--- src/rtl/stat_rd_ctrl.sv ---
// Read-side initiator for the per-flow statistics memory: single-flow or full-sweep reads,
// fixed read latency capture, valid/ready result port. Define STAT_RD_CLEAR_EN for the clear stage.
module stat_rd_ctrl #(
    parameter int A_WIDTH    = 10,
    parameter int D_WIDTH    = 32,
    parameter int RD_LATENCY = 2
) (
    input  logic               clk_i,
    input  logic               rst_ni,
    input  logic               req_valid_i,
    output logic               req_ready_o,
    input  logic               req_sweep_i,
    input  logic [A_WIDTH-1:0] req_flow_num_i,
    input  logic               abort_i,
    output logic               read_flag_from_mem_o,
    output logic [A_WIDTH-1:0] rd_flow_num_o,
    input  logic               mem_ready_i,
    input  logic [D_WIDTH-1:0] rd_data_i,
    output logic               stat_valid_o,
    input  logic               stat_ready_i,
    output logic [A_WIDTH-1:0] stat_flow_num_o,
    output logic [D_WIDTH-1:0] stat_data_o,
    output logic               stat_last_o,
`ifdef STAT_RD_CLEAR_EN
    output logic               clr_flag_o,
    output logic [A_WIDTH-1:0] clr_flow_num_o,
`endif
    output logic               busy_o
);

`ifdef STAT_RD_CLEAR_EN
    typedef enum logic [2:0] {IDLE, ISSUE, WAIT, OUT, CLEAR} state_t;
`else
    typedef enum logic [1:0] {IDLE, ISSUE, WAIT, OUT} state_t;
`endif

    localparam logic [2:0]         LAT_INIT  = 3'(RD_LATENCY - 1);
    localparam logic [A_WIDTH-1:0] LAST_FLOW = '1;

    state_t               state_q, state_d;
    logic [A_WIDTH-1:0]   flow_q, flow_d;
    logic                 sweep_q, sweep_d;
    logic [2:0]           lat_q, lat_d;
    logic                 abort_q, abort_d;
    logic [D_WIDTH-1:0]   data_q, data_d;
    logic [A_WIDTH-1:0]   sflow_q, sflow_d;
    logic                 is_last;

    always_ff @(posedge clk_i or negedge rst_ni) begin
        if (!rst_ni) begin
            state_q <= IDLE;
            flow_q  <= '0;
            sweep_q <= 1'b0;
            lat_q   <= '0;
            abort_q <= 1'b0;
            data_q  <= '0;
            sflow_q <= '0;
        end else begin
            state_q <= state_d;
            flow_q  <= flow_d;
            sweep_q <= sweep_d;
            lat_q   <= lat_d;
            abort_q <= abort_d;
            data_q  <= data_d;
            sflow_q <= sflow_d;
        end
    end

    always_comb begin
        state_d = state_q;
        flow_d  = flow_q;
        sweep_d = sweep_q;
        lat_d   = lat_q;
        abort_d = abort_q;
        data_d  = data_q;
        sflow_d = sflow_q;
        // Sweep ends on the all-ones flow so the counter never wraps back to 0.
        is_last = !sweep_q || (flow_q == LAST_FLOW);
        case (state_q)
            IDLE: begin
                if (req_valid_i) begin
                    sweep_d = req_sweep_i;
                    flow_d  = req_sweep_i ? '0 : req_flow_num_i;
                    abort_d = 1'b0;
                    state_d = ISSUE;
                end
            end
            ISSUE: begin
                if (abort_i) begin
                    state_d = IDLE;
                end else if (mem_ready_i) begin
                    lat_d   = LAT_INIT;
                    state_d = WAIT;
                end
            end
            WAIT: begin
                // An abort here lets the outstanding read land, then drops its data.
                if (abort_i) abort_d = 1'b1;
                if (lat_q == '0) begin
                    if (abort_i || abort_q) begin
                        state_d = IDLE;
                    end else begin
                        data_d  = rd_data_i;
                        sflow_d = flow_q;
                        state_d = OUT;
                    end
                end else begin
                    lat_d = lat_q - 3'd1;
                end
            end
            OUT: begin
                if (abort_i) begin
                    state_d = IDLE;
                end else if (stat_ready_i) begin
`ifdef STAT_RD_CLEAR_EN
                    state_d = CLEAR;
`else
                    if (is_last) begin
                        state_d = IDLE;
                    end else begin
                        flow_d  = flow_q + 1'b1;
                        state_d = ISSUE;
                    end
`endif
                end
            end
`ifdef STAT_RD_CLEAR_EN
            CLEAR: begin
                if (abort_i || is_last) begin
                    state_d = IDLE;
                end else begin
                    flow_d  = flow_q + 1'b1;
                    state_d = ISSUE;
                end
            end
`endif
            default: state_d = IDLE;
        endcase
    end

    assign req_ready_o          = (state_q == IDLE);
    assign busy_o               = (state_q != IDLE);
    assign read_flag_from_mem_o = (state_q == ISSUE);
    assign rd_flow_num_o        = (state_q == ISSUE) ? flow_q : '0;
    assign stat_valid_o         = (state_q == OUT);
    assign stat_last_o          = (state_q == OUT) && is_last;
    assign stat_flow_num_o      = sflow_q;
    assign stat_data_o          = data_q;
`ifdef STAT_RD_CLEAR_EN
    assign clr_flag_o           = (state_q == CLEAR);
    assign clr_flow_num_o       = (state_q == CLEAR) ? flow_q : '0;
`endif

endmodule
--- config.mk ---
export PLATFORM = sky130hd
export DESIGN_NAME = stat_rd_ctrl
export DESIGN_NICKNAME = d
export VERILOG_FILES = /design/src/rtl/stat_rd_ctrl.sv
export SDC_FILE = /design/constraint.sdc
export NUM_CORES = 1
export LEC_CHECK = 0
export BUFFER_PORTS_ARGS = -buffer_cell sky130_fd_sc_hd__buf_4
export CORE_MARGIN = 4
export CORE_UTILIZATION = 35
export DETAILED_ROUTE_END_ITERATION = 12
export GPL_ROUTABILITY_DRIVEN = 1
export MAX_ROUTING_LAYER = met4
export PLACE_DENSITY_LB_ADDON = 0.3
export SETUP_SLACK_MARGIN = 0.4
export SKIP_CTS_REPAIR_TIMING = 1
export SLEW_MARGIN = 20
export SYNTH_ARGS = -nofsm -noshare
export SYNTH_HDL_FRONTEND = slang
export SYNTH_SLANG_ARGS = --single-unit
--- constraint.sdc ---
create_clock -name clk_i -period 1.7 [get_ports clk_i]
set_clock_uncertainty 0.05 [all_clocks]
set_input_delay 0.17 -clock clk_i [delete_from_list [all_inputs] [get_ports clk_i]]
set_output_delay 0.17 -clock clk_i [all_outputs]
set_load 0.05 [all_outputs]
==> flow_metrics.py, run 1 <==
metrics = {
    "synthesis": {
        "synth_edf_count": 0,
        "synth_compound_area_share_pct": 10.6,
        "synth_top_family_by_area": "multiplexers",
        "ys_top_cells_by_area": "dfrtp_1 54%, mux2_2 18%, a21oi_1 2.2%",
        "synth_fa_ha_area_share_pct": 1.37,
        "yosysTopAreaCell": "dfrtp_1",
        "syn-cell-area_mm2": 0.00275,
        "synth_cell_types": 43,
        "synth-main-ff-cell": "dfrtp_1",
        "synthMuxAreaShare_pct": 18.0,
        "synth_seq_cells": 59,
        "ys.warnings.count": 0,
        "avgSynthCellArea_um2": 11.9,
        "ys_seq_area_share_pct": 53.8,
        "yosysTopAreaCellShare_pct": 53.8,
        "synthSimpleGateAreaFrac_pct": 11.8,
        "syn_nets": 283,
        "synthXorXnorAreaFrac_pct": 0,
        "synthCells": 231,
        "synthArstFlopShare_pct": 100,
    },
    "place": {
        "place_ws_ns": -0.0774,
        "detailedPlacementHpwl_mm": 5.36,
        "place.gp.congestion": 0.841,
        "portBuffers": 105,
    },
    "hold_path": {
        "min_to": "stat_data_o[1]",
        "holdCritPathClass": "in -> reg",
        "whs_path_depth": 2,
        "min-delay-start": "rd_data_i[1]",
    },
    "routing": {
        "antenna_left": 0,
        "routed.top_layer": "met4",
        "drc": 0,
        "met2_length_mm": 4.30,
        "vias_per_cell": 4.98,
        "wl_mm": 8.64,
        "drtIter0Drc": 52,
        "wl_met3_um": 493,
        "avgRoutedWirePerCell_um": 17.4,
        "met1Wirelength_mm": 3.73,
        "drtPass1Iterations": 4,
        "vias": 2472,
    },
    "global_routing": {
        "grt_pass1_wl_mm": 11.0,
        "grt_overflow": 0,
        "grt_pass1_vias": 2290,
        "track_usage_pct": 15.9,
        "grt_max_degree": 30,
        "antenna_found_initial": 0,
    },
    "critical_path": {
        "r2r_end": "stat_data_o[7]",
        "critPathMaxStageDelay_ns": 0.39,
        "cp_top_family": "simple AND/OR/NAND/NOR gates",
        "arrival_ns": 1.66,
        "cp_max_fo": 3,
        "path_buf_inv": 1,
        "critical_path.cell_chain": "ha_4 > nand4_4 > or3_4 > a21oi_4 > buf_8",
        "end_kind": "primary output",
        "reg2reg_slack_ns": -0.08,
        "rr_worst_depth": 7,
        "critPathLaunchType": "flop",
        "crit_slowest_cell": "dfrtp_1",
        "worstReg2RegStart": "lat_q[1]",
        "path_class": "reg -> out",
        "required_ns": 1.48,
    },
    "cells_and_area": {
        "syn2layout_area_growth_pct": 76.4,
        "fin_nets": 441,
        "layout.area.seq_mm2": 0.00148,
        "fillers": 638,
        "final_util_pct": 63.0,
        "n_antenna_cell": 0,
        "drive_gt1_share_pct": 67.5,
        "multi_input_area_mm2": 0.00149,
    },
    "sta": {
        "fin_crit_sh_pct": 110,
        "worst_pin_slew_ns": 0.374,
        "setup_violations": 43,
        "rsz0062_at_grt": "yes",
        "slew_headroom_pct": 74.7,
        "holdWs_ns": 0.0145,
        "slew_violations": 0,
        "final.min_clock_period_ns": 1.88,
        "max_freq_ghz": 0.533,
        "fin_ws_ns": -0.177,
        "final-hold-violation-count": 0,
    },
    "job": {
        "cap_viol_max_count": 0,
    },
    "floorplan": {
        "die-area_mm2": 0.00933,
        "core-area_mm2": 0.00769,
        "dieHeight_um": 96.6,
        "num_io_pins": 106,
        "fp-row-count": 32,
        "die_x_um": 96.6,
        "start_util_pct": 35.7,
    },
    "clock_tree": {
        "clock-sinks": 59,
        "clockBufferDepth": 2,
        "h-tree-depth": 3,
        "cts_buffers": 9,
        "cts_tree": "done",
        "root_buffer": "clkbuf_8",
        "clkTransAtPathRegs_ns": 0.07,
        "insertion_delay_ns": 0.33,
    },
    "pwr": {
        "leakagePower_uw": 0.00230,
        "peakVddDrop_mv": 0.953,
        "p_per_area_mw_per_mm2": 2100,
    },
    "run_status": {
        "violations": "setup timing",
        "outcome": "complete, but fails checks",
    },
}
## cells in the mapped netlist (3+ instances only)
library cell and instances:
a21oi_1 12, a31oi_1 5, and2_1 6, buf_2 6, clkbuf_1 3, dfrtp_1 59, ha_1 3, inv_1 12
mux2_2 44, nand2_1 14, nand3_1 7, nor2_1 4, nor3_1 4, o21ai_0 11, o2bb2ai_1 4, o31ai_1 3
## power breakdown
group	internal, µW	switching (µW)
clock network	710	564
registers	2020	441
logic	2830	3620
## how the worst max path moves through the flow
| stage | depth (start not counted) | start | end | slack (ns) |
|---|---|---|---|---|
| 2_1_floorplan | 6 | flow_q[1] | flow_q[0] | 0.01 |
| 3_3_place_gp | 6 | lat_q[0] | stat_data_o[21] | -0.02 |
| 3_5_place_dp | 6 | lat_q[0] | stat_data_o[9] | -0.08 |
| 4_1_cts | 5 | flow_q[0] | stat_last_o | -0.28 |
| 5_1_grt | 5 | flow_q[1] | stat_last_o | -0.24 |
| 6_report | 5 | flow_q[1] | stat_last_o | -0.18 |
## sequential cells by signal (all words and copies together) (netlist names)
register and cells:
sweep_q 1, state_q 2, flow_q 10, lat_q 3
stat_flow_num_o 10, abort_q 1, stat_data_o 32
## cells by family (layout without fill, tap and decap cells)
kind of cell    count (synthesis)  count (layout)
mux                            44              44
compound gates                 45              46
flops                          59              59
simple gates                   55              55
fa+ha+maj                       3               3
buf+inv                        25             187
## worst reg2reg max path, delay by kind of cell (launching register included)
kind | cells | cell delay, ns
fa+ha+maj | 2 | 0.27
flops | 1 | 0.39
buf+inv | 3 | 0.36
simple gates | 1 | 0.29
mux | 1 | 0.30
## per-layer routing
layer	up-vias	track usage, %
li1	1160	-
met1	1218	19.6
met2	84	25.6
met3	10	3.33
met4	0	6.54
met5	-	-
## layout make-up
| type | count | area share [%] |
|---|---|---|
| inverters | 12 | 1.01 |
| multi-input cells | 148 | 30.8 |
| flip-flops and latches | 59 | 30.5 |
| clock buffers | 11 | 2.92 |
| clock inverters | 5 | 1.08 |
| well taps | 102 | 2.63 |
| repair buffers | 159 | 31.0 |
## cells in the final DEF, fill, tap and decap left out, types with 4 or more instances in the layout
| cell type | count |
|---|---|
| nand2_2 | 4 |
| o2bb2ai_1 | 4 |
| buf_8 | 13 |
| and2_4 | 8 |
| inv_2 | 5 |
| dfrtp_1 | 57 |
| clkbuf_8 | 10 |
| a31oi_1 | 4 |
| o21ai_0 | 7 |
| buf_12 | 7 |
| clkbuf_16 | 4 |
| a21oi_2 | 4 |
| nand3_1 | 7 |
| mux2_2 | 8 |
| mux2_4 | 36 |
| a21oi_1 | 7 |
| buf_4 | 120 |
| inv_1 | 6 |
| nand2_1 | 10 |
| buf_6 | 14 |
## stage by stage
stage	total power [µW]	instances	setup TNS [ns]	cell area, µm²
6_report	10200	496	-2.29	4840
5_1_grt	10700	496	-4.97	4840
4_1_cts	9030	471	-3.38	4190
3_5_place_dp	7730	455	-1.65	4000
3_3_place_gp	7640	455	-0.193	4000
2_1_floorplan	6060	231	0	2980
Power figures use the tool's default switching activity.
==> inputs of run 2 (changes only) <==
--- a/config.mk
+++ b/config.mk
@@ -7,11 +7,12 @@
 export LEC_CHECK = 0
 export BUFFER_PORTS_ARGS = -buffer_cell sky130_fd_sc_hd__buf_4
 export CORE_MARGIN = 4
-export CORE_UTILIZATION = 35
+export CORE_UTILIZATION = 44
 export DETAILED_ROUTE_END_ITERATION = 12
 export GPL_ROUTABILITY_DRIVEN = 1
 export MAX_ROUTING_LAYER = met4
 export PLACE_DENSITY_LB_ADDON = 0.3
+export RECOVER_POWER = 50
 export SETUP_SLACK_MARGIN = 0.4
 export SKIP_CTS_REPAIR_TIMING = 1
 export SLEW_MARGIN = 20
==> flow_metrics.py, run 2 (synthesized netlist as in run 1, its figures left out) <==
metrics = {
    "routing": {
        "drtPass1Iterations": 4,
        "avgRoutedWirePerCell_um": 19.5,
        "antenna_left": 0,
        "drtIter0Drc": 83,
        "vias_per_cell": 5.51,
        "vias": 2618,
        "wl_mm": 9.24,
        "drc": 0,
    },
    "pwr": {
        "intPower_uw": 5540,
        "finalPower_uw": 10300,
        "clock_power_share_pct": 12.5,
        "p_per_area_mw_per_mm2": 2130,
        "leakagePower_uw": 0.00231,
        "peakVddDrop_mv": 1.39,
        "switching_power_uw": 4770,
        "comb_power_share_pct": 63.9,
        "seqPwrFrac_pct": 23.7,
        "netSwitchingFraction_pct": 46.3,
    },
    "sta": {
        "max_freq_ghz": 0.526,
        "fin_ws_ns": -0.199,
        "rsz0062_at_grt": "yes",
        "holdWs_ns": 0.00690,
        "slew_headroom_pct": 44.8,
        "setup_violations": 63,
        "setup_tns_ns": -2.51,
        "slew_violations": 0,
        "fin_crit_sh_pct": 112,
        "final.min_clock_period_ns": 1.90,
        "worst_pin_slew_ns": 0.827,
        "final-hold-violation-count": 0,
    },
    "cells_and_area": {
        "n_antenna_cell": 0,
        "fin_nets": 447,
        "final_common_cell": "buf_4",
        "syn2layout_area_growth_pct": 76.0,
        "final_cells": 475,
        "final_cell_mix": "120 x buf_4, 57 x dfrtp_1, 43 x mux2_4",
        "drive_gt1_share_pct": 66.8,
        "largest_reg_flops": 32,
    },
    "critical_path": {
        "arrival_ns": 1.68,
        "cp_top_family": "simple AND/OR/NAND/NOR gates",
        "rr_worst_depth": 8,
        "reg2reg_slack_ns": -0.11,
        "crit_slowest_cell": "or3_4",
        "worstReg2RegStart": "lat_q[1]",
        "critPathLaunchType": "flop",
        "cp_max_fo": 3,
        "path_buf_inv": 1,
        "path_class": "reg -> out",
        "critPathMaxStageDelay_ns": 0.48,
        "required_ns": 1.48,
        "critical_path.cell_chain": "nand4_1 > or3_4 > a21oi_4 > buf_6",
        "end_kind": "primary output",
        "r2r_end": "lat_q[1]",
    },
    "hold_path": {
        "whs_path_depth": 2,
        "holdCritPathClass": "in -> reg",
        "min-delay-start": "rd_data_i[21]",
        "min_to": "stat_data_o[21]",
    },
    "global_routing": {
        "track_usage_pct": 19.9,
        "grt_max_degree": 60,
        "grt_pass1_wl_mm": 11.4,
        "antenna_found_initial": 0,
        "grt_overflow": 0,
        "grt_pass1_vias": 2370,
    },
    "place": {
        "place.gp.congestion": 0.893,
        "portBuffers": 105,
        "dp.cells": 425,
        "detailedPlacementHpwl_mm": 5.16,
    },
    "run_status": {
        "violations": "setup timing",
        "outcome": "complete, but fails checks",
    },
    "floorplan": {
        "die_x_um": 87.0,
        "core-area_mm2": 0.00599,
        "fp-row-count": 28,
        "die-area_mm2": 0.00757,
        "start_util_pct": 45.8,
        "num_io_pins": 106,
        "dieHeight_um": 87.0,
    },
    "clock_tree": {
        "clock-sinks": 59,
        "cts_buffers": 9,
        "clockBufferDepth": 2,
        "h-tree-depth": 3,
        "root_buffer": "clkbuf_8",
        "clkTransAtPathRegs_ns": 0.08,
        "cts_tree": "done",
        "insertion_delay_ns": 0.34,
    },
    "job": {
        "cap_viol_max_count": 0,
    },
}
==> run 2: cell count changes in the layout (fill, tap and decap cells not counted), moves of 4 or more <==
cell and delta:
mux2_2 -7, buf_6 +4, mux2_4 +7, dlygate4sd3_1 +7
buf_12 -5
==> run 2: metal layers <==
layer	GRT usage, %	wire length [µm]
met4	6.94	194
met1	25.1	3720
met2	30.8	4570
met3	5.49	752
met5	-	0
==> run 2: worst max-delay path by stage <==
stage / slack (ns) / endpoint / cells after the start / startpoint
final: -0.20 / stat_last_o / 4 / flow_q[8]
after global routing: -0.27 / stat_last_o / 4 / flow_q[8]
after CTS: -0.27 / stat_last_o / 5 / flow_q[0]
after detailed placement: -0.07 / lat_q[2] / 8 / lat_q[0]
after global placement: -0.02 / stat_data_o[27] / 6 / lat_q[0]
after floorplan: 0.01 / flow_q[0] / 6 / flow_q[1]
==> run 2: through the flow <==
| stage | utilization, % | setup slack [ns] | instance area [µm²] |
|---|---|---|---|
| 2_1_floorplan | - | 0.0111 | 2980 |
| 3_3_place_gp | 65.8 | -0.0221 | 3940 |
| 3_5_place_dp | 65.8 | -0.0722 | 3940 |
| 4_1_cts | 69.0 | -0.268 | 4140 |
| 5_1_grt | 80.7 | -0.272 | 4830 |
| 6_report | 80.7 | -0.199 | 4830 |
==> run 2: power by group through the flow <==
stage	clock, µW	combinational (µW)	sequential (µW)
6_report	1280	6580	2440
5_1_grt	1360	6860	2530
4_1_cts	1280	5320	2390
3_5_place_dp	0	5320	2410
3_3_place_gp	0	5210	2400
2_1_floorplan	0	2150	3910
==> run 2: worst reg2reg max path, cell delays in order (launching register included) <==
cell	delay, ns
dfrtp_1	0.38
inv_2	0.06
ha_4	0.16
ha_4	0.15
buf_6	0.11
or3b_4	0.38
a22o_1	0.24
nand2_1	0.08
o21ai_1	0.09
==> run 2: cell type report <==
type                            count  area, µm²
Clock buffer                        9        124
Sequential cell                    59       1480
Inverter                           12       51.3
Clock inverter                      7       68.8
Timing Repair Buffer              165       1490
Multi-Input combinational cell    148       1530
Tap cell                           75       93.8
Fill cell                         348       1160
